===== src/rtl/frame_sync.sv =====
// Serial frame synchroniser: hunts for SYNC_WORD, confirms it over VERIFY_HITS frames, then flywheels and emits payload bytes.
// Optional FRAME_SYNC_INV_EN: also accepts a bit-inverted stream and reports it on out_inv.
module frame_sync #(
    parameter logic [7:0]  SYNC_WORD     = 8'hB2,
    parameter int unsigned PAYLOAD_BYTES = 4,
    parameter int unsigned VERIFY_HITS   = 2,
    parameter int unsigned MISS_LIMIT    = 3
) (
    input  logic       clk,
    input  logic       reset,
    input  logic       in_data,
    output logic [7:0] out_data,
    output logic       out_valid,
    output logic       locked,
    output logic       frame_start,
    output logic       out_inv
);

    localparam int unsigned FRAME_BITS = 8 * (1 + PAYLOAD_BYTES);
    localparam int unsigned CW         = $clog2(FRAME_BITS);
    localparam logic [CW-1:0] LAST_BIT = CW'(FRAME_BITS - 1);
    localparam logic [CW-1:0] PAY_END  = CW'(8 * PAYLOAD_BYTES);

    typedef enum logic [1:0] {SEARCH, VERIFY, LOCK} state_t;

    state_t        state, state_next;
    logic [6:0]    sr;
    logic [7:0]    window;
    logic [CW-1:0] bit_cnt, cnt_next;
    logic [2:0]    hit_cnt, hit_next;
    logic [2:0]    miss_cnt, miss_next;
    logic          inv_next, start_next, valid_next, load_byte;
    logic          match_true, match_inv, hit, check_edge, byte_edge;

    assign window     = {sr, in_data};
    assign match_true = (window == SYNC_WORD);
`ifdef FRAME_SYNC_INV_EN
    assign match_inv  = (window == ~SYNC_WORD);
`else
    assign match_inv  = 1'b0;
`endif
    // Once synced, checks follow the polarity chosen at acquisition.
    assign hit        = (window == (SYNC_WORD ^ {8{out_inv}}));
    assign check_edge = (bit_cnt == LAST_BIT);
    assign byte_edge  = (bit_cnt[2:0] == 3'd7) && (bit_cnt < PAY_END);

    always_comb begin
        state_next = state;
        cnt_next   = check_edge ? '0 : bit_cnt + 1'b1;
        hit_next   = hit_cnt;
        miss_next  = miss_cnt;
        inv_next   = out_inv;
        start_next = 1'b0;
        valid_next = 1'b0;
        load_byte  = 1'b0;
        case (state)
            SEARCH: begin
                if (match_true || match_inv) begin
                    cnt_next   = '0;
                    hit_next   = 3'd1;
                    miss_next  = '0;
                    inv_next   = match_inv;
                    state_next = (VERIFY_HITS == 1) ? LOCK : VERIFY;
                end
            end
            VERIFY: begin
                if (check_edge) begin
                    if (hit) begin
                        hit_next = hit_cnt + 3'd1;
                        if (hit_next == 3'(VERIFY_HITS)) state_next = LOCK;
                    end else begin
                        state_next = SEARCH;
                        hit_next   = '0;
                        inv_next   = 1'b0;
                    end
                end
            end
            LOCK: begin
                if (byte_edge) begin
                    load_byte  = 1'b1;
                    valid_next = 1'b1;
                end
                if (check_edge) begin
                    if (hit) begin
                        miss_next  = '0;
                        start_next = 1'b1;
                    end else if (miss_cnt + 3'd1 == 3'(MISS_LIMIT)) begin
                        state_next = SEARCH;
                        miss_next  = '0;
                        hit_next   = '0;
                        inv_next   = 1'b0;
                    end else begin
                        miss_next = miss_cnt + 3'd1;
                    end
                end
            end
            default: state_next = SEARCH;
        endcase
    end

    always_ff @(posedge clk or negedge reset) begin
        if (!reset) begin
            state <= SEARCH;
        end else begin
            state <= state_next;
        end
    end

    always_ff @(posedge clk or negedge reset) begin
        if (!reset) begin
            sr          <= '0;
            bit_cnt     <= '0;
            hit_cnt     <= '0;
            miss_cnt    <= '0;
            out_data    <= '0;
            out_valid   <= 1'b0;
            locked      <= 1'b0;
            frame_start <= 1'b0;
            out_inv     <= 1'b0;
        end else begin
            sr          <= window[6:0];
            bit_cnt     <= cnt_next;
            hit_cnt     <= hit_next;
            miss_cnt    <= miss_next;
            out_valid   <= valid_next;
            locked      <= (state_next == LOCK);
            frame_start <= start_next;
            out_inv     <= inv_next;
            if (load_byte) out_data <= window ^ {8{out_inv}};
        end
    end

endmodule


===== config.mk =====
export PLATFORM = sky130hd
export DESIGN_NAME = frame_sync
export DESIGN_NICKNAME = d
export VERILOG_FILES = /design/src/rtl/frame_sync.sv
export SDC_FILE = /design/constraint.sdc
export NUM_CORES = 1
export LEC_CHECK = 0
export ABC_AREA = 1
export CORE_MARGIN = 10
export CORE_UTILIZATION = 60
export CTS_CLUSTER_SIZE = 20
export DETAILED_ROUTE_END_ITERATION = 10
export GPL_ROUTABILITY_DRIVEN = 0
export PLACE_DENSITY = 0.95
export RECOVER_POWER = 25
export SLEW_MARGIN = 20
export SYNTH_ARGS = -nofsm -noshare
export SYNTH_HDL_FRONTEND = slang
export SYNTH_SLANG_ARGS = --single-unit

===== constraint.sdc =====
create_clock -name clk -period 2.2 [get_ports clk]
set_input_delay 0.22 -clock clk [delete_from_list [all_inputs] [get_ports clk]]
set_output_delay 0.22 -clock clk [all_outputs]
set_load 0.005 [all_outputs]

==> results.py, run 1 <==
metrics = {
    "layout": {
        "antennaDiodeCount": 0,
        "stdcell_count": 234,
        "fillCellCount": 175,
        "nets": 216,
        "stdcell_area_sq_um": 1795,
        "syn2layout_area_growth_pct": 13.26,
        "drive_gt1_frac": 0.1520,
    },
    "logic_synthesis": {
        "dominantRegCellSynth": "dfrtp_1",
        "synth_seq_area_share": 0.5051,
        "netlist_instances": 185,
        "synth-seq-cells": 32,
        "yosys_cell_types": 24,
        "syn_avg_cell_area_sq_um": 8.569,
        "synthesis.nets": 198,
        "synth_async_sr_flop_share": 1.000,
        "synth_edf_count": 0,
        "synth_top_cell_area_share": 0.5051,
        "yosysTopAreaCell": "dfrtp_1",
        "post_synth_main_area_contributors": "dfrtp_1, nand2_1, ha_1",
        "yosysMostFrequentCell": "nand2_1",
        "synth_warnings": 0,
        "yosys-top-cells-count": "nand2_1, dfrtp_1, inv_1, nor2_1, nand3_1",
        "syn-cell-area_sq_um": 1585,
    },
    "power": {
        "p_leak_nw": 0.8989,
        "combinational_group_share_of_total_power": 0.045,
        "p_sw_frac": 0.2413,
        "clock_power_share": 0.331,
        "powerDensity_nw_per_um2": 546.7,
        "seq_power_share": 0.623,
        "total_switching_power_mw": 0.2368,
        "cell_internal_pwr_mw": 0.7447,
        "irDropWorstVdd_mv": 0.5607,
        "power_mw": 0.9816,
    },
    "global_route": {
        "grtUsageTotal": 0.1246,
        "grt_remaining_overflow": 0,
        "global_route_wire_length_before_repair_microns": 5147,
        "pin_count_of_the_biggest_net_entering_global_routing": 33,
        "via_count_of_the_first_global_routing_pass": 1179,
        "antenna_found_initial": 0,
    },
    "drt": {
        "route.vias.total": 1171,
        "drt.antenna.violating_nets": 0,
        "starting_drt_drc_count": 79,
        "vias_per_cell": 5.004,
        "drcViolationCount": 0,
        "detail_route.first_pass.iterations": 4,
        "postRouteWirelength_microns": 2741,
        "avg_wl_per_cell_microns": 11.71,
    },
    "die": {
        "die_h_microns": 71.40,
        "floorplan.initialDensity": 0.6341,
        "core_region_area_sq_um": 2500,
        "dieArea_sq_um": 5098,
        "chip_width_microns": 71.40,
        "rows": 18,
        "num_io_pins": 15,
    },
    "timing": {
        "post-route-min-period_ns": 1.782,
        "timing.final.hold_violations": 0,
        "layout_worst_path_cycle_share": 0.8099,
        "slew_headroom": -0.05995,
        "fmax_achieved_mhz": 561.3,
        "rsz0062_at_grt": "no",
        "setup_total_negative_slack_ns": 0,
        "worstMarginPinSlew_ns": 1.590,
        "slew_viol_final": 33,
        "clock_skew_ns": 0.01236,
        "report.final.setup_viol": 0,
    },
    "job": {
        "max_cap_viol_count": 1,
    },
    "clocking": {
        "cts-buffers-inserted": 5,
        "cts-htree-levels": 2,
        "clk_pin_slew_ns": 0.10,
        "cts_hold_repair.buffers": 0,
        "ctsRootBufferMaster": "clkbuf_4",
        "cts_tree": "yes",
        "cts-root-to-sink-buffers": 2,
        "clock-sinks": 32,
        "post_cts.resized_instances": 0,
        "post_cts_buffers": 0,
        "clk_latency_ns": 0.34,
    },
    "critical_path": {
        "critPathKind": "reg -> reg",
        "worst_ep_required_ns": 2.49,
        "cp.arrival_ns": 2.07,
        "crit_fanout": 13,
        "end_kind": "flip-flop",
        "critPathLaunchType": "flip-flop",
    },
    "place": {
        "dp_hpwl_microns": 2111,
        "place.detailed.instances": 226,
        "port_buffers": 13,
        "placed_area_sq_um": 1743,
    },
    "outcome": {
        "failing_checks": "max-capacitance violations, max-slew violations",
        "run_status": "complete, but fails checks",
    },
    "min_path": {
        "hold_class": "reg -> reg",
    },
}
per-layer routing:
metal,vias to the layer above,track usage,part of all wire
met1,534,0.1491,0.45
met3,9,0.05096,0.062
met5,-,0,0
met4,0,0.07097,0.033
li1,606,-,-
met2,22,0.1843,0.46
layout make-up:
cell class                      instances  area (sq um)  area share
Tap cell                               30         37.54     0.02091
Sequential cell                        32         800.8      0.4460
Multi-Input combinational cell        122         661.9      0.3686
Clock inverter                          3         18.77     0.01045
Inverter                               28         105.1     0.05854
Timing Repair Buffer                   14         133.9     0.07456
Clock buffer                            5         37.54     0.02091
logic make-up (layout without fill, tap and decap cells):
group	Yosys count	in the layout	share of synthesized area
AO/OA/AOI/OAI	14	14	0.05683
XOR/XNOR	2	2	0.01105
adder cells (fa/ha/maj)	10	10	0.07893
buffers and inverters	31	50	0.07735
flip-flops	32	32	0.5051
other	1	1	0.002366
AND/OR/NAND/NOR	95	95	0.2684
final timing paths:
kind,slack (ns),end,cells after the start,start
max,0.42,out_data[1],6,state[0]
min,0.39,sr[6],0,sr[5]
max reg2reg,0.42,out_data[1],6,state[0]
min reg2reg,0.39,sr[6],0,sr[5]
max in group asynchronous,0.48,frame_start,2,reset
min in group asynchronous,0.79,out_data[0],2,reset
state kept, by name, summed over array words and instances, names as in the netlist:
| signal | flops |
|---|---|
| bit_cnt | 6 |
| frame_start | 1 |
| hit_cnt | 3 |
| locked | 1 |
| miss_cnt | 3 |
| out_data | 8 |
| out_valid | 1 |
| sr | 7 |
| state | 2 |
cell usage in the layout (no fill, tap or decap), types with 3 or more instances in the layout:
cell type and n:
clkbuf_4 5, dfrtp_1 32, nand2_1 49, nor2_2 6, nand3_1 11, clkdlybuf4s50_1 11
ha_1 10, inv_2 5, o21ai_2 3, nand2_2 6, o21ai_1 6, nor2_1 17
inv_1 23
metrics by stage:
step                      hold WS [ns]    util  setup slack, ns
after floorplan               -0.07559       -           0.8399
after global placement          0.3574  0.6972           0.5566
after detailed placement        0.3676  0.6972           0.4167
after CTS                       0.2504  0.7197           0.4056
after global routing            0.4033  0.7182           0.1268
final                           0.3915  0.7182           0.4183
critical path: stages (launching register included):
cell	delay (ns)
dfrtp_1	0.43
inv_1	0.09
ha_1	0.37
nand3_1	0.42
inv_1	0.28
nand2_1	0.08
nand2_1	0.06
power groups by stage:
stage | sequential (mW) | combinational, mW | clock, mW
global route | 0.615 | 0.0519 | 0.369
detailed placement | 0.623 | 0.0480 | 0
global placement | 0.623 | 0.0464 | 0
finish | 0.612 | 0.0445 | 0.325
floorplan | 0.622 | 0.0136 | 0
CTS | 0.612 | 0.0479 | 0.339
Power figures use the tool's default switching activity.
==> inputs of run 2 (changes only) <==
--- a/config.mk
+++ b/config.mk
@@ -7,11 +7,11 @@
 export LEC_CHECK = 0
 export ABC_AREA = 1
 export CORE_MARGIN = 10
-export CORE_UTILIZATION = 60
+export CORE_UTILIZATION = 50
 export CTS_CLUSTER_SIZE = 20
 export DETAILED_ROUTE_END_ITERATION = 10
 export GPL_ROUTABILITY_DRIVEN = 0
-export PLACE_DENSITY = 0.95
+export PLACE_DENSITY = 0.86
 export RECOVER_POWER = 25
 export SLEW_MARGIN = 20
 export SYNTH_ARGS = -nofsm -noshare
==> constraint.sdc (replaced) <==
create_clock -name clk -period 1.5 [get_ports clk]
set_input_delay 0.15 -clock clk [delete_from_list [all_inputs] [get_ports clk]]
set_output_delay 0.15 -clock clk [all_outputs]
set_load 0.005 [all_outputs]
==> run 2 against run 1 <==
Against the previous run:
- the run ends with negative setup slack left
- critical path type unchanged
- hold slack worse by 0.015 ns
- flip-flop and latch count unchanged
- fmax up 18%
- count of clock-buffer cells in the layout up 1
==> results.py, run 2 (synthesized netlist as in run 1, its figures left out) <==
metrics = {
    "outcome": {
        "run_status": "complete, but fails checks",
        "failing_checks": "negative setup slack",
    },
    "timing": {
        "fmax_achieved_mhz": 664.3,
        "worstMarginPinSlew_ns": 0.7444,
        "clock_skew_ns": 0.01837,
        "post-route-min-period_ns": 1.505,
        "rsz0062_at_grt": "yes",
        "report.final.setup_viol": 1,
        "slew_viol_final": 0,
        "layout_worst_path_cycle_share": 1.004,
        "setup_slack_ns": -0.005443,
        "slew_headroom": 0.5038,
        "finalHoldWorstSlack_ns": 0.3768,
        "setup_total_negative_slack_ns": -0.005443,
        "timing.final.hold_violations": 0,
    },
    "critical_path": {
        "cp.arrival_ns": 1.77,
        "setup.reg_to_reg.worst_slack_ns": -0.005,
        "worst_ep_required_ns": 1.76,
        "critPathLaunchType": "flip-flop",
        "end_kind": "flip-flop",
        "critPathKind": "reg -> reg",
        "crit_fanout": 4,
    },
    "drt": {
        "vias_per_cell": 4.886,
        "drt.antenna.violating_nets": 0,
        "detail_route.first_pass.iterations": 4,
        "route.vias.total": 1246,
        "drcViolationCount": 0,
        "routedLengthMet1_microns": 1259,
        "met2RoutedLength_microns": 1461,
        "postRouteWirelength_microns": 3034,
        "topRoutingLayerUsed": "met4",
        "routed-wl-met3_microns": 197,
        "avg_wl_per_cell_microns": 11.90,
        "starting_drt_drc_count": 60,
    },
    "layout": {
        "largest_register": "out_data",
        "drive_gt1_frac": 0.2275,
        "fillCellCount": 229,
        "largest_registers": "out_data (8), sr (7), bit_cnt (6)",
        "nets": 223,
        "largest_reg_flops": 8,
        "antennaDiodeCount": 0,
        "syn2layout_area_growth_pct": 21.86,
        "layout.cells.most_common": "nand2_1",
        "layout.cells.most_common_list": "nand2_1, dfrtp_1, inv_1",
    },
    "die": {
        "dieArea_sq_um": 5822,
        "core_region_area_sq_um": 3053,
        "floorplan.initialDensity": 0.5193,
        "num_io_pins": 15,
        "rows": 20,
        "die_h_microns": 76.31,
        "chip_width_microns": 76.31,
    },
    "power": {
        "total_switching_power_mw": 0.3332,
        "clock_power_share": 0.396,
        "seq_power_share": 0.562,
        "p_leak_nw": 0.9617,
        "cell_internal_pwr_mw": 1.263,
        "powerDensity_nw_per_um2": 826.2,
        "p_sw_frac": 0.2088,
        "combinational_group_share_of_total_power": 0.042,
        "irDropWorstVdd_mv": 0.8128,
    },
    "clocking": {
        "clk_pin_slew_ns": 0.10,
        "cts-buffers-inserted": 5,
        "clock-sinks": 32,
        "cts-root-to-sink-buffers": 2,
        "clk_latency_ns": 0.34,
        "ctsRootBufferMaster": "clkbuf_4",
        "cts_hold_repair.buffers": 0,
        "cts_tree": "yes",
        "cts-htree-levels": 2,
    },
    "global_route": {
        "grtUsageTotal": 0.1054,
        "via_count_of_the_first_global_routing_pass": 1172,
        "antenna_found_initial": 0,
        "grt_remaining_overflow": 0,
        "pin_count_of_the_biggest_net_entering_global_routing": 33,
        "global_route_wire_length_before_repair_microns": 5071,
    },
    "min_path": {
        "hold_class": "reg -> reg",
    },
    "job": {
        "max_cap_viol_count": 0,
    },
    "place": {
        "dp_hpwl_microns": 2203,
        "port_buffers": 13,
        "post-place-ws_ns": 0.009522,
    },
}
==> run 2: power by group through the flow <==
stage               logic, mW  registers (mW)  clock network, mW
finish                 0.0671           0.897              0.632
global route           0.0755           0.901              0.688
CTS                    0.0710           0.897              0.641
detailed placement     0.0708           0.914                  0
global placement       0.0691           0.913                  0
floorplan              0.0200           0.912                  0
==> run 2: final cells by class <==
class | instances | area [sq um] | area share
tap | 44 | 55.05 | 0.02850
timing repair buffer | 21 | 187.7 | 0.09715
clock buffer | 6 | 41.29 | 0.02137
inverter | 28 | 105.1 | 0.05440
clock inverter | 2 | 35.03 | 0.01813
sequential | 32 | 800.8 | 0.4145
multi-input combinational | 122 | 706.9 | 0.3659
==> run 2: timing repair <==
item / in CTS / in global routing
endpoints found under the setup margin: 0 / 14
resized for setup: 0 / 12
setup buffers: 0 / 2
==> run 2: metrics by stage <==
step                        util  std cells  power (mW)  cell area, sq um
after detailed placement  0.5889        245      0.9852              1798
final                     0.6328        255       1.596              1932
after global placement    0.5889        245      0.9824              1798
after floorplan                -        185      0.9324              1585
after CTS                 0.6139        253       1.610              1874
after global routing      0.6328        255       1.664              1932
==> run 2: per-layer routing <==
metal | vias up | track usage
li1 | 626 | -
met3 | 12 | 0.04481
met4 | 0 | 0.06877
met2 | 33 | 0.1599
met5 | - | 0
met1 | 575 | 0.1184
==> run 2: final timing paths <==
check | endpoint | cells after the start | start
max | locked | 9 | bit_cnt[1]
min | sr[6] | 0 | sr[5]
max reg2reg | locked | 9 | bit_cnt[1]
min reg2reg | sr[6] | 0 | sr[5]
max in group asynchronous | hit_cnt[1] | 2 | reset
min in group asynchronous | bit_cnt[1] | 2 | reset
==> run 2: critical path, cell delays in order (launching register included) <==
cell and delay (ns):
dfrtp_1 0.43, ha_4 0.18, nand3_1 0.09, nor2_2 0.18, nand2_1 0.08, nand2_1 0.10, nand3_1 0.11, nor2_2 0.13
nor2_2 0.06, nor2_2 0.07
==> inputs of run 3 (changes only) <==
--- a/config.mk
+++ b/config.mk
@@ -13,7 +13,6 @@
 export GPL_ROUTABILITY_DRIVEN = 0
 export PLACE_DENSITY = 0.86
 export RECOVER_POWER = 25
-export SLEW_MARGIN = 20
 export SYNTH_ARGS = -nofsm -noshare
 export SYNTH_HDL_FRONTEND = slang
 export SYNTH_SLANG_ARGS = --single-unit
==> results of run 3 <==
Final layout, timing and power as in run 2 (identical DEF).
